==> config.mk <==
export PLATFORM = sky130hd
export DESIGN_NAME = y_trim
export DESIGN_NICKNAME = d
export VERILOG_FILES = /design/src/rtl/y_trim_pkg.sv /design/src/rtl/y_trim_axis_reg_slice.sv /design/src/rtl/y_trim.sv
export SDC_FILE = /design/constraint.sdc
export NUM_CORES = 1
export LEC_CHECK = 0
export CAP_MARGIN = 20
export CELL_PAD_IN_SITES_DETAIL_PLACEMENT = 2
export CELL_PAD_IN_SITES_GLOBAL_PLACEMENT = 2
export CORE_UTILIZATION = 31
export CTS_CLUSTER_SIZE = 30
export DETAILED_ROUTE_END_ITERATION = 7
export HOLD_SLACK_MARGIN = 0.08
export PLACE_DENSITY_LB_ADDON = 0.1
export SYNTH_ARGS = -nofsm -noshare
export SYNTH_HDL_FRONTEND = slang
export SYNTH_SLANG_ARGS = --single-unit
==> constraint.sdc <==
create_clock -name bclk -period 4.7 [get_ports bclk]
set_input_delay 0.47 -clock bclk [delete_from_list [all_inputs] [get_ports bclk]]
set_output_delay 0.47 -clock bclk [all_outputs]
set_load 0.03 [all_outputs]
==> src/rtl/y_trim_pkg.sv <==
// ============================================================================
// Module : y_trim_pkg
// Brief  : Shared constants, FSM encoding and tuser rewrite helper for y_trim.
// Rev    : 1.0 - initial release
// ============================================================================
`default_nettype none

package y_trim_pkg;

  localparam int unsigned TDATA_W   = 64;
  localparam int unsigned TUSER_W   = 4;

  localparam int unsigned TUSER_SOF = 0;
  localparam int unsigned TUSER_EOF = 1;
  localparam int unsigned TUSER_SOL = 2;
  localparam int unsigned TUSER_EOL = 3;

  typedef enum logic [1:0] {
    WAIT_SOF = 2'd0,
    ROW_KEEP = 2'd1,
    ROW_DROP = 2'd2,
    DRAIN    = 2'd3
  } state_e;

  // Start flag on the first beat, end flag on the last; a single-beat row gets both.
  function automatic logic [TUSER_W-1:0] rewrite_tuser(
    input logic first_beat,
    input logic last_beat,
    input logic first_row,
    input logic final_row
  );
    logic [TUSER_W-1:0] u;
    u = '0;
    if (first_beat) u[first_row ? TUSER_SOF : TUSER_SOL] = 1'b1;
    if (last_beat)  u[final_row ? TUSER_EOF : TUSER_EOL] = 1'b1;
    return u;
  endfunction

endpackage

`default_nettype wire

==> src/rtl/y_trim_axis_reg_slice.sv <==
// ============================================================================
// Module : axis_reg_slice
// Brief  : Single-stage AXI-Stream output register with valid/ready.
// Rev    : 1.0 - initial release
// ============================================================================
`default_nettype none

module axis_reg_slice #(
  parameter int DATA_W = 69
) (
  input  logic              clk_i,
  input  logic              rst_i,
  input  logic              s_valid_i,
  output logic              s_ready_o,
  input  logic [DATA_W-1:0] s_data_i,
  output logic              m_valid_o,
  input  logic              m_ready_i,
  output logic [DATA_W-1:0] m_data_o
);

  logic              valid_q;
  logic [DATA_W-1:0] data_q;

  assign s_ready_o = !valid_q | m_ready_i;
  assign m_valid_o = valid_q;
  assign m_data_o  = data_q;

  always_ff @(posedge clk_i or posedge rst_i) begin
    if (rst_i) begin
      valid_q <= 1'b0;
      data_q  <= '0;
    end else if (s_valid_i && s_ready_o) begin
      valid_q <= 1'b1;
      data_q  <= s_data_i;
    end else if (m_ready_i) begin
      valid_q <= 1'b0;
    end
  end

endmodule

`default_nettype wire

==> src/rtl/y_trim.sv <==
// ============================================================================
// Module : y_trim
// Brief  : Vertical ROI / row-subsampling stage with sync-flag rewrite.
// Rev    : 1.0 - initial release
// ============================================================================
`default_nettype none

module y_trim
  import y_trim_pkg::*;
#(
  parameter int Y_WIDTH = 13
) (
  input  logic               bclk,
  input  logic               bclk_reset,
  input  logic               bclk_y_crop_en,
  input  logic [Y_WIDTH-1:0] bclk_y_start,
  input  logic [Y_WIDTH-1:0] bclk_y_size,
  input  logic [3:0]         bclk_y_scale,
  input  logic               bclk_s_tvalid,
  output logic               bclk_s_tready,
  input  logic [TDATA_W-1:0] bclk_s_tdata,
  input  logic [TUSER_W-1:0] bclk_s_tuser,
  input  logic               bclk_s_tlast,
  output logic               bclk_m_tvalid,
  input  logic               bclk_m_tready,
  output logic [TDATA_W-1:0] bclk_m_tdata,
  output logic [TUSER_W-1:0] bclk_m_tuser,
  output logic               bclk_m_tlast,
  output logic               bclk_frame_error
);

  localparam int YW1    = Y_WIDTH + 1;
  localparam int BEAT_W = TDATA_W + TUSER_W + 1;

  state_e             state_q;
  logic               crop_q;
  logic [Y_WIDTH-1:0] start_q;
  logic [Y_WIDTH-1:0] size_q;
  logic [3:0]         scale_q;
  logic [Y_WIDTH:0]   last_keep_q;
  logic [Y_WIDTH-1:0] row_q;
  logic [3:0]         sub_q;
  logic               in_win_q;
  logic               first_beat_q;
  logic               kept_any_q;
  logic               frame_error_q;

  logic               w_sof;
  logic               w_eof;
  logic               w_crop;
  logic [Y_WIDTH-1:0] w_start;
  logic [Y_WIDTH-1:0] w_size;
  logic [3:0]         w_scale;
  logic [Y_WIDTH:0]   w_stop;
  logic [Y_WIDTH:0]   w_lk_step;
  logic [Y_WIDTH:0]   w_lk_num;
  logic [Y_WIDTH:0]   w_lk_in;
  logic [Y_WIDTH:0]   w_last_keep;
  logic [Y_WIDTH-1:0] w_row;
  logic [Y_WIDTH-1:0] w_row_nx;
  logic               w_row0_in_win;
  logic               w_cur_in_win;
  logic [3:0]         w_cur_sub;
  logic               w_nx_in_win;
  logic [3:0]         w_nx_sub;
  logic               w_nx_keep;
  state_e             w_state;
  state_e             w_nx_row_state;
  logic               w_keep_beat;
  logic               w_slice_ready;
  logic               w_acc;
  logic               w_push;
  logic               w_is_last_keep;
  logic               w_final_row;
  logic               w_first_beat;
  logic               w_first_row;
  logic [TUSER_W-1:0] w_tuser;
  logic [BEAT_W-1:0]  w_m_beat;
  logic               w_unused;

  // A SOF beat belongs to the new frame: it sees the live config and row 0.
  assign w_sof   = bclk_s_tvalid & bclk_s_tuser[TUSER_SOF];
  assign w_eof   = bclk_s_tuser[TUSER_EOF];
  assign w_crop  = w_sof ? bclk_y_crop_en : crop_q;
  assign w_start = w_sof ? bclk_y_start   : start_q;
  assign w_size  = w_sof ? bclk_y_size    : size_q;
  assign w_scale = w_sof ? bclk_y_scale   : scale_q;

  assign w_stop    = {1'b0, w_start} + {1'b0, w_size} - YW1'(1);
  assign w_lk_step = YW1'(bclk_y_scale) + YW1'(1);
  assign w_lk_num  = {1'b0, bclk_y_size} - YW1'(1);
  assign w_lk_in   = {1'b0, bclk_y_start} + (w_lk_num / w_lk_step) * w_lk_step;
  assign w_last_keep = w_sof ? w_lk_in : last_keep_q;

  assign w_row    = w_sof ? '0 : row_q;
  assign w_row_nx = w_row + 1'b1;

  assign w_row0_in_win = !bclk_y_crop_en | ((bclk_y_size != '0) & (bclk_y_start == '0));
  assign w_cur_in_win  = w_sof ? w_row0_in_win : in_win_q;
  assign w_cur_sub     = w_sof ? 4'd0 : sub_q;

  assign w_nx_in_win = !w_crop | ((w_size != '0) & (w_row_nx >= w_start) &
                                  ({1'b0, w_row_nx} <= w_stop));
  // The subsample phase restarts on the first in-window row of the frame.
  assign w_nx_sub  = (!w_cur_in_win || (w_cur_sub == w_scale)) ? 4'd0 : w_cur_sub + 4'd1;
  assign w_nx_keep = w_nx_in_win & (w_nx_sub == 4'd0);
  assign w_nx_row_state = w_nx_keep ? ROW_KEEP : ROW_DROP;

  assign w_state     = w_sof ? (w_row0_in_win ? ROW_KEEP : ROW_DROP) : state_q;
  assign w_keep_beat = (w_state == ROW_KEEP);

  assign bclk_s_tready = !bclk_reset & (!w_keep_beat | w_slice_ready);
  assign w_acc         = bclk_s_tvalid & bclk_s_tready;
  assign w_push        = w_acc & w_keep_beat;

  assign w_is_last_keep = w_crop & (w_size != '0) & ({1'b0, w_row} == w_last_keep);
  assign w_final_row    = w_is_last_keep | w_eof;
  assign w_first_beat   = w_sof | first_beat_q;
  assign w_first_row    = w_sof | !kept_any_q;
  assign w_tuser        = rewrite_tuser(w_first_beat, bclk_s_tlast, w_first_row, w_final_row);

  assign w_unused = ^bclk_s_tuser[TUSER_EOL:TUSER_SOL];

  always_ff @(posedge bclk or posedge bclk_reset) begin
    if (bclk_reset) begin
      state_q       <= WAIT_SOF;
      crop_q        <= 1'b0;
      start_q       <= '0;
      size_q        <= '0;
      scale_q       <= '0;
      last_keep_q   <= '0;
      row_q         <= '0;
      sub_q         <= '0;
      in_win_q      <= 1'b0;
      first_beat_q  <= 1'b1;
      kept_any_q    <= 1'b0;
      frame_error_q <= 1'b0;
    end else begin
      frame_error_q <= 1'b0;
      if (w_acc) begin
        if (w_sof) begin
          crop_q      <= bclk_y_crop_en;
          start_q     <= bclk_y_start;
          size_q      <= bclk_y_size;
          scale_q     <= bclk_y_scale;
          last_keep_q <= w_lk_in;
          if (state_q != WAIT_SOF) frame_error_q <= 1'b1;
        end
        row_q        <= bclk_s_tlast ? w_row_nx : w_row;
        first_beat_q <= bclk_s_tlast;
        if (w_keep_beat)  kept_any_q <= 1'b1;
        else if (w_sof)   kept_any_q <= 1'b0;
        if (bclk_s_tlast) begin
          in_win_q <= w_nx_in_win;
          sub_q    <= w_nx_sub;
        end else begin
          in_win_q <= w_cur_in_win;
          sub_q    <= w_cur_sub;
        end

        unique case (w_state)
          WAIT_SOF: state_q <= WAIT_SOF;
          ROW_KEEP: begin
            if (!bclk_s_tlast)       state_q <= ROW_KEEP;
            else if (w_eof)          state_q <= WAIT_SOF;
            else if (w_is_last_keep) state_q <= DRAIN;
            else                     state_q <= w_nx_row_state;
          end
          ROW_DROP: begin
            if (!bclk_s_tlast) begin
              state_q <= ROW_DROP;
            end else if (w_eof) begin
              state_q <= WAIT_SOF;
              // Frame ended after kept rows but before any EOF was emitted.
              if (!w_sof && kept_any_q) frame_error_q <= 1'b1;
            end else begin
              state_q <= w_nx_row_state;
            end
          end
          DRAIN: state_q <= w_eof ? WAIT_SOF : DRAIN;
        endcase
      end
    end
  end

  axis_reg_slice #(
    .DATA_W (BEAT_W)
  ) u_out_slice (
    .clk_i     (bclk),
    .rst_i     (bclk_reset),
    .s_valid_i (w_push),
    .s_ready_o (w_slice_ready),
    .s_data_i  ({bclk_s_tdata, w_tuser, bclk_s_tlast}),
    .m_valid_o (bclk_m_tvalid),
    .m_ready_i (bclk_m_tready),
    .m_data_o  (w_m_beat)
  );

  assign bclk_m_tdata     = w_m_beat[BEAT_W-1 -: TDATA_W];
  assign bclk_m_tuser     = w_m_beat[TUSER_W:1];
  assign bclk_m_tlast     = w_m_beat[0];
  assign bclk_frame_error = frame_error_q;

endmodule

`default_nettype wire

Yosys cells after proc, flatten, opt, wreduce, memory -nomap -nowiden. Index checks and enable logic that the tools add are counted.

Shifts and indexed selects: 0. Multipliers: 1. Mux-type cells: 41. Add/subtract/negate cells: 7. Divide/modulo/power cells: 1. Magnitude comparators: 6. Eq/ne operators: 5. Reductions and logical operators: 22. Bitwise gates (word level): 18.

Operators with widths (count): two-way mux 13 bit (4); nonzero test 13 bit (2); two-way mux 4 bit (6); two-way mux 2 bit (11); two-way mux 1 bit (16); adder 13 x 13 -> 14 bit (1); adder 13 x 14 -> 14 bit (1); divider 14 x 14 -> 14 bit (1); equality test 13 x 14 -> 1 bit (1); <= comparator 13 x 14 -> 1 bit (1); multiplier 14 x 5 -> 14 bit (1); two-way mux 14 bit (1); subtractor 13 x 1 -> 14 bit, second input constant (1); subtractor 14 x 1 -> 14 bit, second input constant (1); adder 13 x 1 -> 13 bit, second input constant (1); greater-or-equal comparator 13 bit (1); zero test 13 bit (1); bitwise AND 1 bit (10); zero test 1 bit (8); one-hot mux 2 bit (4 select lines) (1); OR 1 bit (7); less-than comparator 2 x 3 -> 1 bit, second input constant (2); nonzero test 2 bit (3); adder 4 x 1 -> 5 bit, second input constant (1); other kinds (12) (18).

Latch bits: 0. ROM bits: 0. Output and inout port bits: 72. Logic and storage cells: 115. RAM bits: 0. Register bits after elaboration: 138. Memories kept: 0.

Longest topological paths before layout. Gate-level depths: netlist (run 1).

Depth in word-level cells: 15. Gate-level depth with buffers: 149. Mapped depth without buffers: 144.

By module. A second synthesis (run 1) with hierarchy kept.

Cells, all modules: 1527. Area, all modules: 13759.4 um^2.

By module, submodules not included: y_trim (instances 1, cells each 1377, area an instance 11110.7 um^2); axis_reg_slice (instances 1, cells each 150, area an instance 2648.8 um^2).

Least setup slack after synthesis (run 1). Ideal clock, no wire load.

Kind: input to register. Start: input bclk_y_size[4]. End: register state_q[0]. Arrival time: 27.533 ns. Stages on the path: 139. Setup time: 0.065 ns. Setup slack: -22.897 ns. Path through: buf_6 -> or4_1 -> buf_2 -> nor4_2 -> ha_1 -> o21ai_0 -> or3_1 -> nand2_1 -> ha_1 -> o21a_1 -> o21a_1 -> and2_1 -> o21ai_0 -> o21a_1 -> ha_1 -> and2_1 -> nor3_1 -> nor2_1 -> [... 103 more ...] -> fa_1 -> ha_1 -> a21oi_1 -> o21bai_1 -> a21oi_1 -> o21bai_1 -> a21oi_1 -> o21bai_1 -> a21oi_1 -> o21bai_1 -> a21oi_1 -> xnor2_1 -> nor2_1 -> a21oi_1 -> o21a_1 -> o21ai_0 -> a21oi_1 -> o22a_1.

Word-level cells in the longest chain between the ends: 14. Elaborated cells on any way between the ends: 42. Classes of those cells: add/sub (4); mul (1); div (1); order compare (1); eq/ne (4); mux (13); bitwise (11); reduce/logical (7).

RTL lines: start: declaration (line y_trim.sv:17) `input logic [Y_WIDTH-1:0] bclk_y_size,`; branches (longest 14 deep; another with subtractor 13 x 1 -> 14 bit); end signal: assignment (line y_trim.sv:167) `else state_q <= w_nx_row_state;`; end signal: assignment (line y_trim.sv:177) `state_q <= w_nx_row_state;`; end signal: assignment (line y_trim.sv:180) `DRAIN: state_q <= w_eof ? WAIT_SOF : DRAIN;`; end: declaration (line y_trim.sv:35) `state_e state_q;`.

Parallel ways; which one is timed is not known. A chain may end at the register's enable or synchronous reset.

Worst setup path after layout (run 1).
Start: input bclk_y_scale[0]. End: register state_q[0].

Word-level cells in the longest chain between the ends: 11. Elaborated cells on any way between the ends: 20. Classes of those cells: add/sub (2); mul (1); div (1); eq/ne (2); mux (10); bitwise (2); reduce/logical (2).

RTL lines: start: declaration (line y_trim.sv:18) `input logic [3:0] bclk_y_scale,`; adder 4 x 1 -> 5 bit / two-way mux 4 bit (equally long branches); divider 14 x 14 -> 14 bit / equality test 4 bit (equally long branches) (line y_trim.sv:92, y_trim.sv:105); multiplier 14 x 5 -> 14 bit / logical OR 1 bit (equally long branches) (line y_trim.sv:92, y_trim.sv:105); adder 13 x 14 -> 14 bit / two-way mux 4 bit (equally long branches) (line y_trim.sv:92, y_trim.sv:105); two-way mux 14 bit / zero test 4 bit (equally long branches); equality test 13 x 14 -> 1 bit / bitwise AND 1 bit (equally long branches) (line y_trim.sv:116, y_trim.sv:106); bitwise AND 1 bit / two-way mux 2 bit (equally long branches) (line y_trim.sv:116, y_trim.sv:107); two-way mux 2 bit (line y_trim.sv:166) `else if (w_is_last_keep) state_q <= DRAIN;`; two-way mux 2 bit (line y_trim.sv:165) `else if (w_eof) state_q <= WAIT_SOF;`; two-way mux 2 bit (line y_trim.sv:164) `if (!bclk_s_tlast) state_q <= ROW_KEEP;`; one-hot mux 2 bit (4 select lines) (*) (line y_trim.sv:161) `unique case (w_state)`.

Mark *: on every way between the ends. The rest lies on a longest branch, timed or not.

==> run metrics, run 1 <==
status finished with violations; violated checks setup timing; FMAX ~0.034 GHz; H-Tree Depth 4; min-delay src bclk_s_tuser[0]; yosys warns 0; final worst-path setup slack -24400 ps; R2R setup slack -750 ps; WL final 105600 um; initial antenna violation count 2; largest net degree at the start of global routing 82; main flop type after synthesis dfrtp_1; Synth area leaders dfrtp_1, ha_1, nand2_1; Setup CP Type input port to register; ratio of cells with drive above 1 in the final layout 39.70%; Fin Setup TNS -415130 ps; area delta synth->final 69.45%; syn_area_per_cell slightly above 8 um^2; R2R Path End state_q[1]$_DFFE_PP0P_; Routed Antenna Nets 0; vias per inst 6.006; clock skew ~17 ps; fillers around 4600; WHS Path Cells 3; Initial Utilization 31.70%; Final period util 619.1%; CTS tree built; Final Hold Viols 0; Final Max Tran Viols 0; nets approximately 2800; First-pass DRT Iterations 6; flip-flop and latch area around 0.0035 mm^2; first-pass GRT wire length between 100000 and 150000 um; RSZ-0062 raised after global routing true; HPWL Detailed 50920 um; Final Setup Violations 19; Root Buffer clkbuf_16; Worst Reg-to-Reg Cells 28; sequential area share after synthesis 25.13%; Die W 212.6 um; Yosys cell types 105; Syn Inst Count 1692; CP required 5130 ps; syn nets roughly 2000; Overall Global Routing Usage 39.17%; Core Footprint approximately 0.043 mm^2; Tightest Hold Check Type input port to register; Synth Cell Area 0.01375 mm^2; FF+latch count, synth 138; Async SR Flop Fraction 100.0%; Ports 176; die area 0.04519 mm^2; global route total overflow 0; CP endpoint kind register; number of core rows 76; largest stage delay on the critical path slightly above 700 ps; die height approximately 210 um; Post-synth EDFFs 0; Inserted Clock Buffers 17; cts hold-fix bufs 0; drc violations 0; critical path startpoint category input port; worst hold endpoint bclk_frame_error$_DFF_PP0_; worst slew pin tran 838.3 ps; Top cell by count, worst path o21a_1; Vias 18590; clock buffer depth 2; CP max stage cell clkdlybuf4s50_1; max-cap violations 0; WL per Instance ~34 um; largest fanout on the critical path 5; drt initial violations 1287; area leader, netlist dfrtp_1; relative slew slack between 40% and 50%; min Tclk post-route 29100 ps; Crit Reg-Reg Startpoint start_q[0]$_DFFE_PP0P_; CP arrival between 20000 and 30000 ps; Yosys top cell area share approximately a quarter; Clock transition at path regs roughly 70 ps; # port buffers 173; placer congestion estimate 0.8965; vias in the first global route 20490; worst-skew pair later-pin latency 490 ps; area of the multi-input gates 0.01119 mm^2; Clock Sinks roughly 140
## cell type report
| class | instances | share of cell area [%] |
|---|---|---|
| timing repair buffer | 838 | 29.56 |
| clock buffer | 17 | 1.826 |
| clock inverter | 14 | 0.5909 |
| multi-input combinational | 1380 | 48.04 |
| inverter | 122 | 1.998 |
| sequential | 138 | 14.84 |
| tap | 585 | 3.142 |
| antenna | 1 | 0.01074 |
## sequential cells by signal (all words and copies together) (netlist names), 2 cells and up
register / flops
u_out_slice.m_data_o: 69
last_keep_q: 14
row_q: 13
size_q: 13
start_q: 13
scale_q: 4
sub_q: 4
state_q: 2
## layout by cell type, fill, tap and decap left out, types with 12 or more instances in the layout
cell type,synthesis,final
nand3_1,34,31
nand2_2,0,17
o31ai_1,14,12
a21oi_1,81,38
buf_6,2,26
o211ai_1,12,12
nor2_1,113,93
fa_1,42,39
buf_4,0,635
a21oi_4,1,12
clkbuf_16,0,17
o21bai_1,16,14
ha_4,0,26
nor3_1,41,36
o21ai_2,1,17
a21o_1,21,21
nand2_1,368,342
xnor2_1,53,40
and2_1,16,13
inv_1,122,115
clkdlybuf4s50_1,0,154
xor2_1,26,25
dfrtp_1,137,136
ha_1,135,106
mux2i_1,34,25
nand2b_1,23,21
a21oi_2,2,34
nand4_1,21,21
o21ai_0,81,62
o21a_1,34,27
## what timing repair did
action	4_1_cts	5_1_grt
resized for setup	180	142
gates cloned	1	0
buffers inserted	127	74
pin swaps	114	158
setup endpoints to repair	19	19
## kinds of logic after synthesis
group / count (synthesis) / share of synthesized area [%]
and+or+nand+nor: 698 / 23.20
AOI/OAI and AO/OA: 372 / 19.14
xor gates and xnor gates: 79 / 5.033
DFF: 138 / 25.13
buffers and inverters: 174 / 4.869
muxes: 52 / 4.078
adders and majority gates: 179 / 18.55
## worst max-delay path by stage
stage	slack, ps	from	depth (start not counted)	end
after CTS	-21000	bclk_y_size[1]	139	state_q[0]$_DFFE_PP0P_
final	-24400	bclk_y_scale[0]	135	state_q[0]$_DFFE_PP0P_
after detailed placement	-23000	bclk_y_size[6]	144	state_q[0]$_DFFE_PP0P_
after floorplan	-20780	bclk_y_size[5]	143	state_q[0]$_DFFE_PP0P_
after global placement	-21040	bclk_y_size[5]	141	state_q[0]$_DFFE_PP0P_
after global routing	-24950	bclk_y_scale[0]	138	state_q[0]$_DFFE_PP0P_
## critical path: cells and delay by family
| family | cells | cell delay (ps) |
|---|---|---|
| compound gates | 63 | 11570 |
| xor+xnor | 2 | 580 |
| fa+ha+maj | 18 | 5900 |
| buf+inv | 10 | 1850 |
| mux | 5 | 1640 |
| simple gates | 37 | 7390 |
## Yosys cell counts (all sizes together) (5+ instances only)
cell / instances
inv: 122
xnor2: 53
o31ai: 18
o21ai: 90
a21o: 21
nand2: 368
or2: 6
mux2: 17
o21a: 35
ha: 135
nor2b: 10
buf: 9
nor2: 114
a22oi: 5
mux2i: 35
a21oi: 84
nand3: 37
o22ai: 5
or3: 15
and2: 16
a21boi: 6
dfrtp: 137
a31oi: 10
a22o: 11
o31a: 5
and3: 12
nand2b: 23
o211ai: 12
nor4: 15
nand4: 22
clkbuf: 43
fa: 42
xor2: 26
a211oi: 6
nor3: 43
o21bai: 16
## metal layers
layer	GRT usage, %	wire [um]
met1	40.77	36650
met2	72.45	52540
met3	6.411	6468
met4	25.35	9948
met5	0	13
## metrics by stage
step | hold WS, ps | instances | area [um^2] | util (%) | setup WS [ps]
after floorplan | 445.5 | 1692 | 14150 | - | -20780
after global placement | 457.2 | 2876 | 20020 | 46.17 | -21040
after detailed placement | 465.9 | 2876 | 20020 | 46.17 | -23000
after CTS | 309.7 | 3029 | 22190 | 51.18 | -21000
after global routing | 355.6 | 3094 | 23290 | 53.71 | -24950
final | 367.6 | 3095 | 23290 | 53.72 | -24400
Power of run 1 is left out: the tool's default activity adds up to more than one toggle a clock period on the data nets, which glitch-free logic cannot reach.
==> run 2: changes to the inputs <==
Settings changed: ABC_AREA set to 1, CORE_UTILIZATION 31 to 29.
==> run metrics, run 2 <==
flip-flop and latch area 0.003455 mm^2 (about the same); Tightest Hold Check Type input port to async pin; Cell Area, Placed 0.01976 mm^2 (-1.3%); area leader, netlist dfrtp_1; H-Tree Depth 4 (unchanged); Syn Inst Count 1959 (+16%); Async SR Flop Fraction 100.0% (unchanged); yosys warns 0 (unchanged); status finished with violations; WL met2 60210 um (+15%); most common library cells after synthesis nand2_1, inv_1, o21ai_0; syn nets 2240 (+14%); CP endpoint kind register; number of core rows 79 (+3.9%); # port buffers 173 (unchanged); max-cap violations 3 (+3); Setup CP Type input port to register; nets 3057 (+10%); vias in the first global route 20630 (+0.70%); vias per inst 6.512 (+8.4%); global route total overflow 0 (unchanged); WL per Instance 42.13 um (+23%); Die W 220.1 um (+3.5%); sequential area share after synthesis 25.05% (-0.080 points); Synth area leaders dfrtp_1, nand2_1, ha_1; Post-synth EDFFs 0 (unchanged); placer congestion estimate 0.8280 (-7.6%); Final Max Tran Viols 8 (+8); Top delay family on crit path simple AND/OR/NAND/NOR gates; first-pass GRT wire length 126300 um (-4.0%); Vias 22280 (+20%); ratio of cells with drive above 1 in the final layout 39.87% (+0.17 points); Clock Sinks 138 (unchanged); FF+latch count, synth 138 (unchanged); max reg flops 69 (unchanged); largest net degree at the start of global routing 77 (-6.1%); final worst-path setup slack -27880 ps (-3485 ps); Inserted Clock Buffers 17 (unchanged); CTS tree built; top-count cell post-synth nand2_1; Final Setup Violations 87 (+68); initial antenna violation count 20 (+18); Synth Cell Area 0.01379 mm^2 (+0.32%); Root Buffer clkbuf_16; Final Hold Viols 0 (unchanged); HPWL Detailed 49650 um (-2.5%); die height 220.1 um (+3.5%); Overall Global Routing Usage 34.87% (-4.3 points); RSZ-0062 raised after global routing true; Top cell by count, worst path nand2_2; Final period util 693.3% (+74 points); largest stage delay on the critical path 1360 ps (+650 ps); Ports 176 (unchanged); Initial Utilization 29.50% (-2.2 points); min Tclk post-route 32580 ps (+3485 ps); WL final 144100 um (+36%); clock buffer depth 2 (unchanged); FMAX 0.03069 GHz (-11%); worst hold slack 477.2 ps (+109.6 ps); area of the multi-input gates 0.01082 mm^2 (-3.3%); clock skew 24.05 ps (+7.513 ps); relative slew slack -21.56% (-65 points); most frequent cells in the layout buf_4, nand2_1, inv_1, clkdlybuf4s50_1, dfrtp_1; CP arrival 32980 ps (+3450 ps); First-pass DRT Iterations 8 (+2); most common cell after layout, fill and taps aside buf_4; violated checks DRC, capacitance limit, slew limit, setup timing; drc violations 2 (+2); syn_area_per_cell 7.040 um^2 (-13%); metal3 WL 19780 um (+210%); Top Metal Used met5; CP Buf/Inv Count 40 (+30); main flop type after synthesis dfrtp_1; CP required 5100 ps (-30 ps); largest fanout on the critical path 6 (+1); worst slew pin tran 1804 ps (+966.0 ps); critical path startpoint category input port; Clock transition at path regs 100 ps (+30 ps); CP max stage cell o21ai_0; die area 0.04843 mm^2 (+7.2%); drt initial violations 3369 (+160%); design area 0.02378 mm^2 (+2.1%); Routed Antenna Nets 0 (unchanged); area delta synth->final 72.45%; fillers 5161 (+11%); M1 WL 45710 um (+25%); Yosys cell types 57 (-46%); Yosys top cell area share 24.86% (-0.079 points); worst-skew pair later-pin latency 490 ps (about the same); Core Footprint 0.04675 mm^2 (+7.8%)
run 2: cell types whose count changed after synthesis, sizes merged, moves of 15 or more:
cell,before,now
nand2,368,621
nor3,43,14
mux2,17,0
o21a,35,2
inv,122,292
o21ai,90,151
xnor2,53,27
mux2i,35,9
xor2,26,50
nand2b,23,0
nor2,114,137
a21oi,84,65
and2,16,1
nand3,37,89
run 2: cells by family (layout without fill, tap and decap cells):
group,count (synthesis),in the layout,share of synthesized area [%]
simple gates,915,915,29.01
buf+inv,346,1176,9.672
compound gates,297,297,12.38
fa+ha+maj,177,177,18.35
flops,138,138,25.05
xor+xnor,77,77,4.890
mux,9,9,0.6533
other cells,0,25,0
run 2: stage by stage:
step | cells | setup TNS [ps] | utilization (%) | setup slack (ps)
2_1_floorplan | 1959 | -291160 | - | -17590
4_1_cts | 3327 | -284840 | 47.14 | -17320
5_1_grt | 3411 | -460620 | 50.81 | -27700
3_3_place_gp | 3163 | -294320 | 42.27 | -17610
6_report | 3421 | -473250 | 50.87 | -27880
3_5_place_dp | 3163 | -332460 | 42.27 | -19880
run 2: area by class of cell:
class | count | area share, %
Sequential cell | 138 | 14.53
Antenna cell | 25 | 0.2631
Clock inverter | 13 | 0.5577
Clock buffer | 19 | 1.820
Inverter | 294 | 4.930
Multi-Input combinational cell | 1475 | 45.51
Tap cell | 607 | 3.194
Timing Repair Buffer | 850 | 29.19
run 2: worst reg2reg max path: cells and delay by family, from the launching register on:
family,cells,cell delay [ps]
buffers and inverters,5,490
adder cells (fa/ha/maj),4,1150
flip-flops,1,410
AND/OR/NAND/NOR,11,1420
AO/OA/AOI/OAI,12,2190
run 2: worst paths after layout:
check | start | endpoint | slack [ps] | depth (start not counted)
worst max-delay path | bclk_y_scale[0] | state_q[1]$_DFFE_PP0P_ | -27880 | 167
worst min-delay path | bclk_reset | u_out_slice.m_data_o[66]$_DFFE_PP0P_ | 480 | 2
worst max register to register | size_q[0]$_DFFE_PP0P_ | state_q[0]$_DFFE_PP0P_ | -1040 | 32
worst min register to register | u_out_slice.m_data_o[32]$_DFFE_PP0P_ | u_out_slice.m_data_o[32]$_DFFE_PP0P_ | 490 | 2
max in group asynchronous | bclk_reset | start_q[0]$_DFFE_PP0P_ | 2860 | 3
min in group bclk | u_out_slice.m_data_o[32]$_DFFE_PP0P_ | u_out_slice.m_data_o[32]$_DFFE_PP0P_ | 490 | 2
run 2: routing by layer:
layer / track usage, % / vias up
met2: 66.33 / 2233
met3: 4.845 / 1248
li1: - / 7952
met4: 23.17 / 40
met5: 0 / -
met1: 35.03 / 10800
run 2: what timing repair did:
action                     CTS  global route
resized for setup          255           276
buffers inserted           134            82
pin swaps                  133           205
setup endpoints to repair   19            19
hold buffers                 0             0
Power of run 2 is left out for the same reason.
